[src/rtl/pueo_cmd_pkg.sv]
// Shared field positions, encodings and special codes for the TURF command word.
package pueo_cmd_pkg;

  localparam int unsigned MSG_N_BIT  = 31;
  localparam int unsigned RUNCMD_LSB = 26;
  localparam int unsigned M1TYPE_LSB = 24;
  localparam int unsigned M1DATA_LSB = 16;
  localparam int unsigned TRIG_BIT   = 15;

  typedef enum logic [1:0] {
    RUN_NOP  = 2'b00,
    RUN_SYNC = 2'b01,
    RUN_RST  = 2'b10,
    RUN_STOP = 2'b11
  } runcmd_e;

  typedef enum logic [1:0] {
    M1_SPECIAL = 2'b00,
    M1_NORMAL  = 2'b01,
    M1_LAST    = 2'b10,
    M1_FW      = 2'b11
  } m1type_e;

  localparam logic [7:0] SPECIAL_CMDPROC_RST = 8'h01;
  localparam logic [7:0] SPECIAL_PPS         = 8'h02;
  localparam logic [7:0] SPECIAL_FW_FLUSH    = 8'h03;

endpackage

[src/rtl/pueo_cmd_fifo.sv]
// First-word-fall-through FIFO with flush and sticky overflow on dropped pushes.
module pueo_cmd_fifo #(
  parameter int unsigned WIDTH = 8,
  parameter int unsigned DEPTH = 16
) (
  input  logic             sysclk_i,
  input  logic             sysclk_rst_i,
  input  logic             push,
  input  logic [WIDTH-1:0] data,
  output logic             full,
  input  logic             pop,
  output logic             valid,
  output logic [WIDTH-1:0] q,
  input  logic             flush,
  output logic             overflow
);

  localparam int unsigned AW = $clog2(DEPTH);

  logic [WIDTH-1:0] mem [DEPTH];
  logic [AW:0]      wr_ptr;
  logic [AW:0]      rd_ptr;
  logic             do_pop;
  logic             do_push;

  assign valid   = (wr_ptr != rd_ptr);
  assign full    = (wr_ptr[AW] != rd_ptr[AW]) && (wr_ptr[AW-1:0] == rd_ptr[AW-1:0]);
  assign do_pop  = valid & pop;
  // A pop in the same cycle frees the slot the push lands in, so full is no obstacle.
  assign do_push = push & (~full | do_pop);
  assign q       = valid ? mem[rd_ptr[AW-1:0]] : '0;

  always_ff @(posedge sysclk_i or posedge sysclk_rst_i) begin
    if (sysclk_rst_i) begin
      wr_ptr   <= '0;
      rd_ptr   <= '0;
      overflow <= 1'b0;
    end else if (flush) begin
      wr_ptr   <= '0;
      rd_ptr   <= '0;
      overflow <= 1'b0;
    end else begin
      if (do_pop)
        rd_ptr <= rd_ptr + (AW+1)'(1);
      if (do_push)
        wr_ptr <= wr_ptr + (AW+1)'(1);
      if (push && !do_push)
        overflow <= 1'b1;
    end
  end

  always_ff @(posedge sysclk_i) begin
    if (do_push && !flush)
      mem[wr_ptr[AW-1:0]] <= data;
  end

endmodule

[src/rtl/pueo_command_decoder_v2.sv]
// Decodes TURF command words into run-control/PPS/trigger pulses and two byte streams.
module pueo_command_decoder_v2
  import pueo_cmd_pkg::*;
#(
  parameter int unsigned TRIG_TIME_BITS   = 15,
  parameter int unsigned MODE1_FIFO_DEPTH = 16,
  parameter int unsigned FW_FIFO_DEPTH    = 16
) (
  input  logic                      sysclk_i,
  input  logic                      sysclk_rst_i,
  input  logic [31:0]               command_i,
  input  logic                      command_valid_i,
  output logic                      rundosync_o,
  output logic                      runrst_o,
  output logic                      runstop_o,
  output logic                      pps_o,
  output logic                      cmdproc_rst_o,
  output logic [7:0]                cmdproc_tdata,
  output logic                      cmdproc_tvalid,
  output logic                      cmdproc_tlast,
  input  logic                      cmdproc_tready,
  output logic [7:0]                fw_tdata,
  output logic                      fw_tvalid,
  input  logic                      fw_tready,
  output logic [TRIG_TIME_BITS-1:0] trig_time_o,
  output logic                      trig_valid_o,
  output logic                      mode1_overflow_o,
  output logic                      fw_overflow_o
);

  runcmd_e    runcmd;
  m1type_e    m1type;
  logic [7:0] m1data;
  logic       msg;
  logic       special;
  logic       trig;

  logic       m1_push_r;
  logic [8:0] m1_data_r;
  logic       fw_push_r;
  logic [7:0] fw_data_r;
  logic       fw_flush_r;
  logic [8:0] m1_q;
  logic       unused_m1_full;
  logic       unused_fw_full;
  logic       unused_cmd;

  // Every command bit is consumed somewhere or deliberately ignored.
  assign unused_cmd = ^command_i;

  always_comb begin
    msg     = command_valid_i & ~command_i[MSG_N_BIT];
    trig    = command_valid_i & command_i[TRIG_BIT];
    runcmd  = runcmd_e'(command_i[RUNCMD_LSB +: 2]);
    m1type  = m1type_e'(command_i[M1TYPE_LSB +: 2]);
    m1data  = command_i[M1DATA_LSB +: 8];
    special = msg && (m1type == M1_SPECIAL);
  end

  always_ff @(posedge sysclk_i or posedge sysclk_rst_i) begin
    if (sysclk_rst_i) begin
      trig_valid_o  <= 1'b0;
      trig_time_o   <= '0;
      rundosync_o   <= 1'b0;
      runrst_o      <= 1'b0;
      runstop_o     <= 1'b0;
      pps_o         <= 1'b0;
      cmdproc_rst_o <= 1'b0;
      fw_flush_r    <= 1'b0;
      m1_push_r     <= 1'b0;
      m1_data_r     <= '0;
      fw_push_r     <= 1'b0;
      fw_data_r     <= '0;
    end else begin
      trig_valid_o <= trig;
      if (trig)
        trig_time_o <= command_i[TRIG_TIME_BITS-1:0];
      rundosync_o   <= msg && (runcmd == RUN_SYNC);
      runrst_o      <= msg && (runcmd == RUN_RST);
      runstop_o     <= msg && (runcmd == RUN_STOP);
      pps_o         <= special && (m1data == SPECIAL_PPS);
      cmdproc_rst_o <= special && (m1data == SPECIAL_CMDPROC_RST);
      fw_flush_r    <= special && (m1data == SPECIAL_FW_FLUSH);
      m1_push_r     <= msg && ((m1type == M1_NORMAL) || (m1type == M1_LAST));
      m1_data_r     <= {m1type == M1_LAST, m1data};
      fw_push_r     <= msg && (m1type == M1_FW);
      fw_data_r     <= m1data;
    end
  end

  // The registered cmdproc reset pulse doubles as the mode1 flush request.
  pueo_cmd_fifo #(
    .WIDTH (9),
    .DEPTH (MODE1_FIFO_DEPTH)
  ) u_mode1_fifo (
    .sysclk_i     (sysclk_i),
    .sysclk_rst_i (sysclk_rst_i),
    .push         (m1_push_r),
    .data         (m1_data_r),
    .full         (unused_m1_full),
    .pop          (cmdproc_tready),
    .valid        (cmdproc_tvalid),
    .q            (m1_q),
    .flush        (cmdproc_rst_o),
    .overflow     (mode1_overflow_o)
  );

  assign cmdproc_tdata = m1_q[7:0];
  assign cmdproc_tlast = m1_q[8];

  pueo_cmd_fifo #(
    .WIDTH (8),
    .DEPTH (FW_FIFO_DEPTH)
  ) u_fw_fifo (
    .sysclk_i     (sysclk_i),
    .sysclk_rst_i (sysclk_rst_i),
    .push         (fw_push_r),
    .data         (fw_data_r),
    .full         (unused_fw_full),
    .pop          (fw_tready),
    .valid        (fw_tvalid),
    .q            (fw_tdata),
    .flush        (fw_flush_r),
    .overflow     (fw_overflow_o)
  );

endmodule
[config.mk]
export PLATFORM = sky130hd
export DESIGN_NAME = pueo_command_decoder_v2
export DESIGN_NICKNAME = d
export VERILOG_FILES = /design/src/rtl/pueo_cmd_pkg.sv /design/src/rtl/pueo_cmd_fifo.sv /design/src/rtl/pueo_command_decoder_v2.sv
export SDC_FILE = /design/constraint.sdc
export NUM_CORES = 1
export LEC_CHECK = 0
export ABC_AREA = 1
export BUFFER_PORTS_ARGS = -buffer_cell sky130_fd_sc_hd__clkbuf_2
export CORE_ASPECT_RATIO = 0.8
export CORE_MARGIN = 2
export CORE_UTILIZATION = 40
export CTS_CLUSTER_SIZE = 25
export DETAILED_ROUTE_END_ITERATION = 16
export HOLD_SLACK_MARGIN = 0.03
export PLACE_DENSITY = 0.63
export SLEW_MARGIN = 20
export SYNTH_ARGS = -nofsm -noshare
export SYNTH_HDL_FRONTEND = slang
export SYNTH_SLANG_ARGS = --single-unit
export TNS_END_PERCENT = 10
[constraint.sdc]
create_clock -name sysclk_i -period 3.1 [get_ports sysclk_i]
set_clock_uncertainty 0.15 [all_clocks]
set_input_delay 0.62 -clock sysclk_i [delete_from_list [all_inputs] [get_ports sysclk_i]]
set_output_delay 0.62 -clock sysclk_i [all_outputs]
set_load 0.05 [all_outputs]
Word-level counts from Yosys, hierarchy flattened
Memory sizes are Yosys's and may differ from the RTL's. Cells that the tools add are included.

Reductions and logical operators: 27. Bitwise operators: 11. Add/subtract/negate cells: 4. Mux-type cells: 18. Eq/ne operators: 15.

Operators by type and width (count): $mux W5 (8); $add A5 B1 Y5 const B (4); $eq A8 B2 Y1 const B (2); $logic_and A1 B1 Y1 (15); $reduce_bool A2 Y1 (6); $ne A5 B5 Y1 (2); $mux W9 (1); $eq A2 B2 Y1 const B (4); $eq A4 B4 Y1 (2); $eq A8 B1 Y1 const B (1); $mux W1 (8); $mux W8 (1); $and A1 B1 Y1 (6); $eq A2 B1 Y1 const B (2); $logic_not A1 Y1 (4); $not A1 Y1 (3); $logic_not A2 Y1 (1); $ne A1 B1 Y1 (2); $or A1 B1 Y1 (2); $logic_or A1 B1 Y1 (1).

Output and inout bits: 42. Word-level logic and storage cells: 95. Memories kept: 2. Memory bits (writable): 272. Bits in registers: 63.

Memories: u_mode1_fifo.mem (depth 16, bits a word 9, read ports 1, clocked after Yosys merged registers in 0, wr ports 1, RTL line pueo_cmd_fifo.sv:20) `logic [WIDTH-1:0] mem [DEPTH];`; u_fw_fifo.mem (depth 16, bits a word 8, read ports 1, clocked after Yosys merged registers in 0, wr ports 1, RTL line pueo_cmd_fifo.sv:20).

Longest topological paths before layout
Word-level depth: 9. Mapped depth: 10. Depth with buffers taken out: 8.

Cells and area by module
From an unflattened synthesis, not the netlist that was laid out.

Cells, all modules: 1298. Area total of the unflattened synthesis: 13918.3 µm².

Modules (own cells, without submodules): pueo_cmd_fifo at u_mode1_fifo (times used 1, area each 6700.2 µm², cells an instance 618, sequential area each 4599.4 µm²); pueo_cmd_fifo at u_fw_fifo (times used 1, area each 6023.3 µm², cells an instance 564, sequential area each 4119.0 µm²); pueo_command_decoder_v2 (times used 1, area each 1194.9 µm², cells an instance 116, sequential area each 825.8 µm²).

Least setup slack after synthesis
No wires, ideal clock.

Path type: register -> output. From: reg u_mode1_fifo.wr_ptr[2]. To: out cmdproc_tdata[0]. Required time: 2330 ps. Slack: 286 ps. Arrival time: 2044 ps. Stages on the path, launching flop included: 9. Cells stage by stage: dfrtp_1 -> buf_2 -> inv_1 -> nand2_1 -> nand2_1 -> nor2_4 -> nand3_4 -> clkinv_1 -> a21oi_1.

Word-level cells in the longest chain between the ends: 2.

Ends and longest elaborated chain: start: declaration (RTL line pueo_cmd_fifo.sv:21) `logic [AW:0] wr_ptr;`; start signal: assignment (RTL line pueo_cmd_fifo.sv:46) `wr_ptr <= wr_ptr + (AW+1)'(1);`; $ne A5 B5 Y1 (RTL line pueo_cmd_fifo.sv:26) `assign valid = (wr_ptr != rd_ptr);`; via cmdproc_tvalid (RTL line pueo_command_decoder_v2.sv:19) `output logic cmdproc_tvalid,`; $mux W9 (RTL line pueo_cmd_fifo.sv:31) `assign q = valid ? mem[rd_ptr[AW-1:0]] : '0;`; end: declaration (RTL line pueo_command_decoder_v2.sv:18) `output logic [7:0] cmdproc_tdata,`.

The timed path passes the listed nets, and every way through them passes these cells.

Worst setup path in the final report
From: reg u_mode1_fifo.rd_ptr[0]. To: out cmdproc_tdata[2].

Word-level cells in the longest chain between the ends: 2. Elaborated cells on any way between the ends: 3.

Ends and longest elaborated chain: start: declaration (RTL line pueo_cmd_fifo.sv:22) `logic [AW:0] rd_ptr;`; start signal: assignment (RTL line pueo_cmd_fifo.sv:44) `rd_ptr <= rd_ptr + (AW+1)'(1);`; $mem_v2 Z16 W9 or $ne A5 B5 Y1 (tied branches); $mux W9 * (RTL line pueo_cmd_fifo.sv:31).

Every way passes the cells marked *; elsewhere a longest branch is shown, timed or not.

==> impl_metrics.yaml <==
detailed_routing:
  ant_nets: 0
  drt-wirelength-per-cell_um: 16.2
  firstDrtPassIters: 5
  routed_wl_mm: 34.2
  post-route-drc-count: 0
  first_iter_violations: 896
  vias: 10181
  via_per_inst: 4.83
worst_setup_path:
  path_common_cell: "nand2_1"
  crit_type: "reg -> out"
  r2r-start: "u_mode1_fifo.wr_ptr[2]"
  critPathMaxFanout: 38
  start_kind: "register"
  startpoint: "u_mode1_fifo.rd_ptr[0]"
  cp.required_ps: 2330
  arrival_ps: 2290
  cp-end-kind: "output port"
  slowest_stage: "dfrtp_2"
  worst-r2r-cell-count: 7
  critPathMaxStageDelay_ps: 500
  cp_cell_sequence: "bufbuf_16 > nand2_1 > nand3_1 > nand2_1 > nand2_1 > nand2_1 > inv_1 > a21oi_1 > buf_4"
clock_tree:
  clockBufferDepth: 3
  cts_setup_buffers: 0
  cts_sinks: 327
  h-tree-depth: 2
  clk_pin_slew_ps: 60
  ctsHoldBuffers: 0
  numCtsBuffers: 35
  clock_latency_ps: 520
  cts_tree: "done"
  cts-root-buf: "clkbuf_16"
yosys:
  synthAdderAreaFrac_pct: 1.11
  yosysMostFrequentCell: "nand2_1"
  synth_top_area_cell: "edfxtp_1"
  synth-seq-cells: 327
  seq_area_frac_synth_pct: 65.2
  synth_compound_area_share_pct: 0.650
  synth.cell_area_sq_um: 14600
  synth-xor-area-share_pct: 0.599
  ys_types: 24
  synth_top_area_share_pct: 55.8
  synth_ff_type: "edfxtp_1"
  async_flop_share_pct: 16.8
  synth_area_per_cell_sq_um: 9.65
  yosys-top-cells-area: "edfxtp_1 (56%), nand2_1 (15%), dfrtp_1 (9.4%), inv_1 (5.7%), nand3_1 (5.7%)"
  synthMuxAreaShare_pct: 0
  synthCells: 1517
  syn-num-nets: 1567
  synth_edf_count: 272
  synth_common_cells: "nand2_1 (597), edfxtp_1 (272), inv_1 (224)"
  synth_top_family_by_area: "simple AND/OR/NAND/NOR gates"
  synthSimpleGateAreaFrac_pct: 24.5
  ys_warn_count: 0
sta:
  max_freq_ghz: 0.326
  grt_setup_unrepaired: "true"
  worst_pin_slew_ps: 930
  slew_headroom_pct: 37.7
  final-setup-viol-count: 0
  hold_viol: 0
  drv_slew: 0
  fin_crit_ps: 3060
  fin_crit_sh_pct: 98.8
  fin_hold_ws_ps: 27.5
  timing.final.ws_setup_ps: 37.1
flow_run:
  cap_violations: 0
placed_design:
  dp.cells: 2049
  dp_hpwl_mm: 20.7
  place_congestion: 0.863
  place_ws_ps: 399
  port_buffers: 75
power:
  peakVddDrop_uv: 672
  power.leakage_uw: 0.00764
  cellPowerDensity_nw_per_um2: 903
final_layout:
  fin_cells: 2110
  fill_cells: 3314
  nNetsFinal: 1657
  syn_to_final_growth_pct: 16.0
  post-route-util_pct: 47.2
  drive_above_1_share_pct: 11.9
  antennaDiodeCount: 0
global_routing:
  grtUsageMet2_pct: 26.4
  first_global_vias: 9591
  gr-usage-met1_pct: 27.8
  top_usage_layer: "met1"
  grt_pass1_wl_mm: 53.5
  grt_overflow: 0
  grtUsageTotal_pct: 18.2
  grt_max_degree: 41
  grt_use_met3_pct: 3.19
  antenna_found_initial: 0
die:
  rows: 62
  core_area_sq_um: 36000
  die_h_um: 175
  die_w_um: 218
  ioPinCount: 79
  design.die.area_sq_um: 38100
  start_util_pct: 40.7
run_status:
  status: "completed"
hold_path:
  hp-class: "in -> async"
## final timing paths
check / end / slack, ps
worst min-delay path: trig_valid_o / 30
max in group asynchronous: u_fw_fifo.rd_ptr[0] / 2160
min in group sysclk_i: fw_data_r[3] / 80
worst min register to register: u_fw_fifo.overflow / 330
worst max register to register: u_mode1_fifo.mem[9][0] / 500
worst max-delay path: cmdproc_tdata[2] / 40
## per-layer routing
metal  share of wire (%)  vias to the layer above
met5                   0                        -
li1                    -                     5000
met4                 2.5                        0
met2                  43                      331
met1                  48                     4795
met3                 6.8                       55
## timing repair
action / 4_1_cts / 5_1_grt
cloned: 1 / 0
resized for setup: 13 / 31
setup endpoints to repair: 17 / 17
## power breakdown
part | switching (uW) | total [uW] | leakage [uW] | internal, uW
Clock | 1660 | 4200 | 0.000563 | 2540
Sequential | 221 | 5170 | 0.00314 | 4950
Combinational | 4240 | 5960 | 0.00394 | 1710
Total | 6130 | 15300 | 0.00764 | 9210
## metrics by stage
step / setup TNS [ps] / instance area, sq um / power, uW
after floorplan: 0 / 14600 / 9260
after global placement: 0 / 15700 / 10800
after detailed placement: 0 / 15700 / 10900
after CTS: 0 / 16900 / 15200
after global routing: -234 / 17000 / 16100
final: 0 / 17000 / 15300
## cell type report
cell class / instances / area, sq um / area share (%)
flip-flops and latches: 327 / 9550 / 56.2
clock inverters: 17 / 184 / 1.08
well taps: 480 / 601 / 3.54
inverters: 234 / 893 / 5.26
repair buffers: 115 / 833 / 4.91
clock buffers: 43 / 968 / 5.70
multi-input cells: 894 / 3950 / 23.3
## cells in the final DEF (no fill, tap or decap), types with 6 or more instances in the layout
master	n
a21oi_1	17
buf_4	38
clkbuf_16	37
clkbuf_2	64
clkinv_1	7
clkinv_2	6
dfrtp_1	53
edfxtp_1	272
ha_1	13
inv_1	222
inv_2	6
nand2_1	597
nand3_1	168
nand3_4	6
nand4_1	22
nor2_1	45
xor2_1	10
## cells by family after synthesis
logic type	Yosys count
XOR/XNOR	10
buffers and inverters	296
AND/OR/NAND/NOR	852
flip-flops	327
adder cells (fa/ha/maj)	13
AO/OA/AOI/OAI	19
## critical path, delay by kind of cell (launching register included)
| kind | cells | cell delay, ps |
|---|---|---|
| AO/OA/AOI/OAI | 1 | 230 |
| buffers and inverters | 3 | 660 |
| flip-flops | 1 | 500 |
| AND/OR/NAND/NOR | 5 | 410 |
## registers in the layout, summed over array words and instances (netlist names)
name,count
u_mode1_fifo.mem,144
u_fw_fifo.mem,128
trig_time_o,15
fw_data_r,7
u_fw_fifo.rd_ptr,5
u_fw_fifo.wr_ptr,5
u_mode1_fifo.rd_ptr,5
u_mode1_fifo.wr_ptr,5
m1_data_r,2
cmdproc_rst_o,1
fw_flush_r,1
fw_push_r,1
m1_push_r,1
pps_o,1
rundosync_o,1
runrst_o,1
runstop_o,1
trig_valid_o,1
u_fw_fifo.overflow,1
u_mode1_fifo.overflow,1
Note: power is estimated with default switching activity, not from simulation.
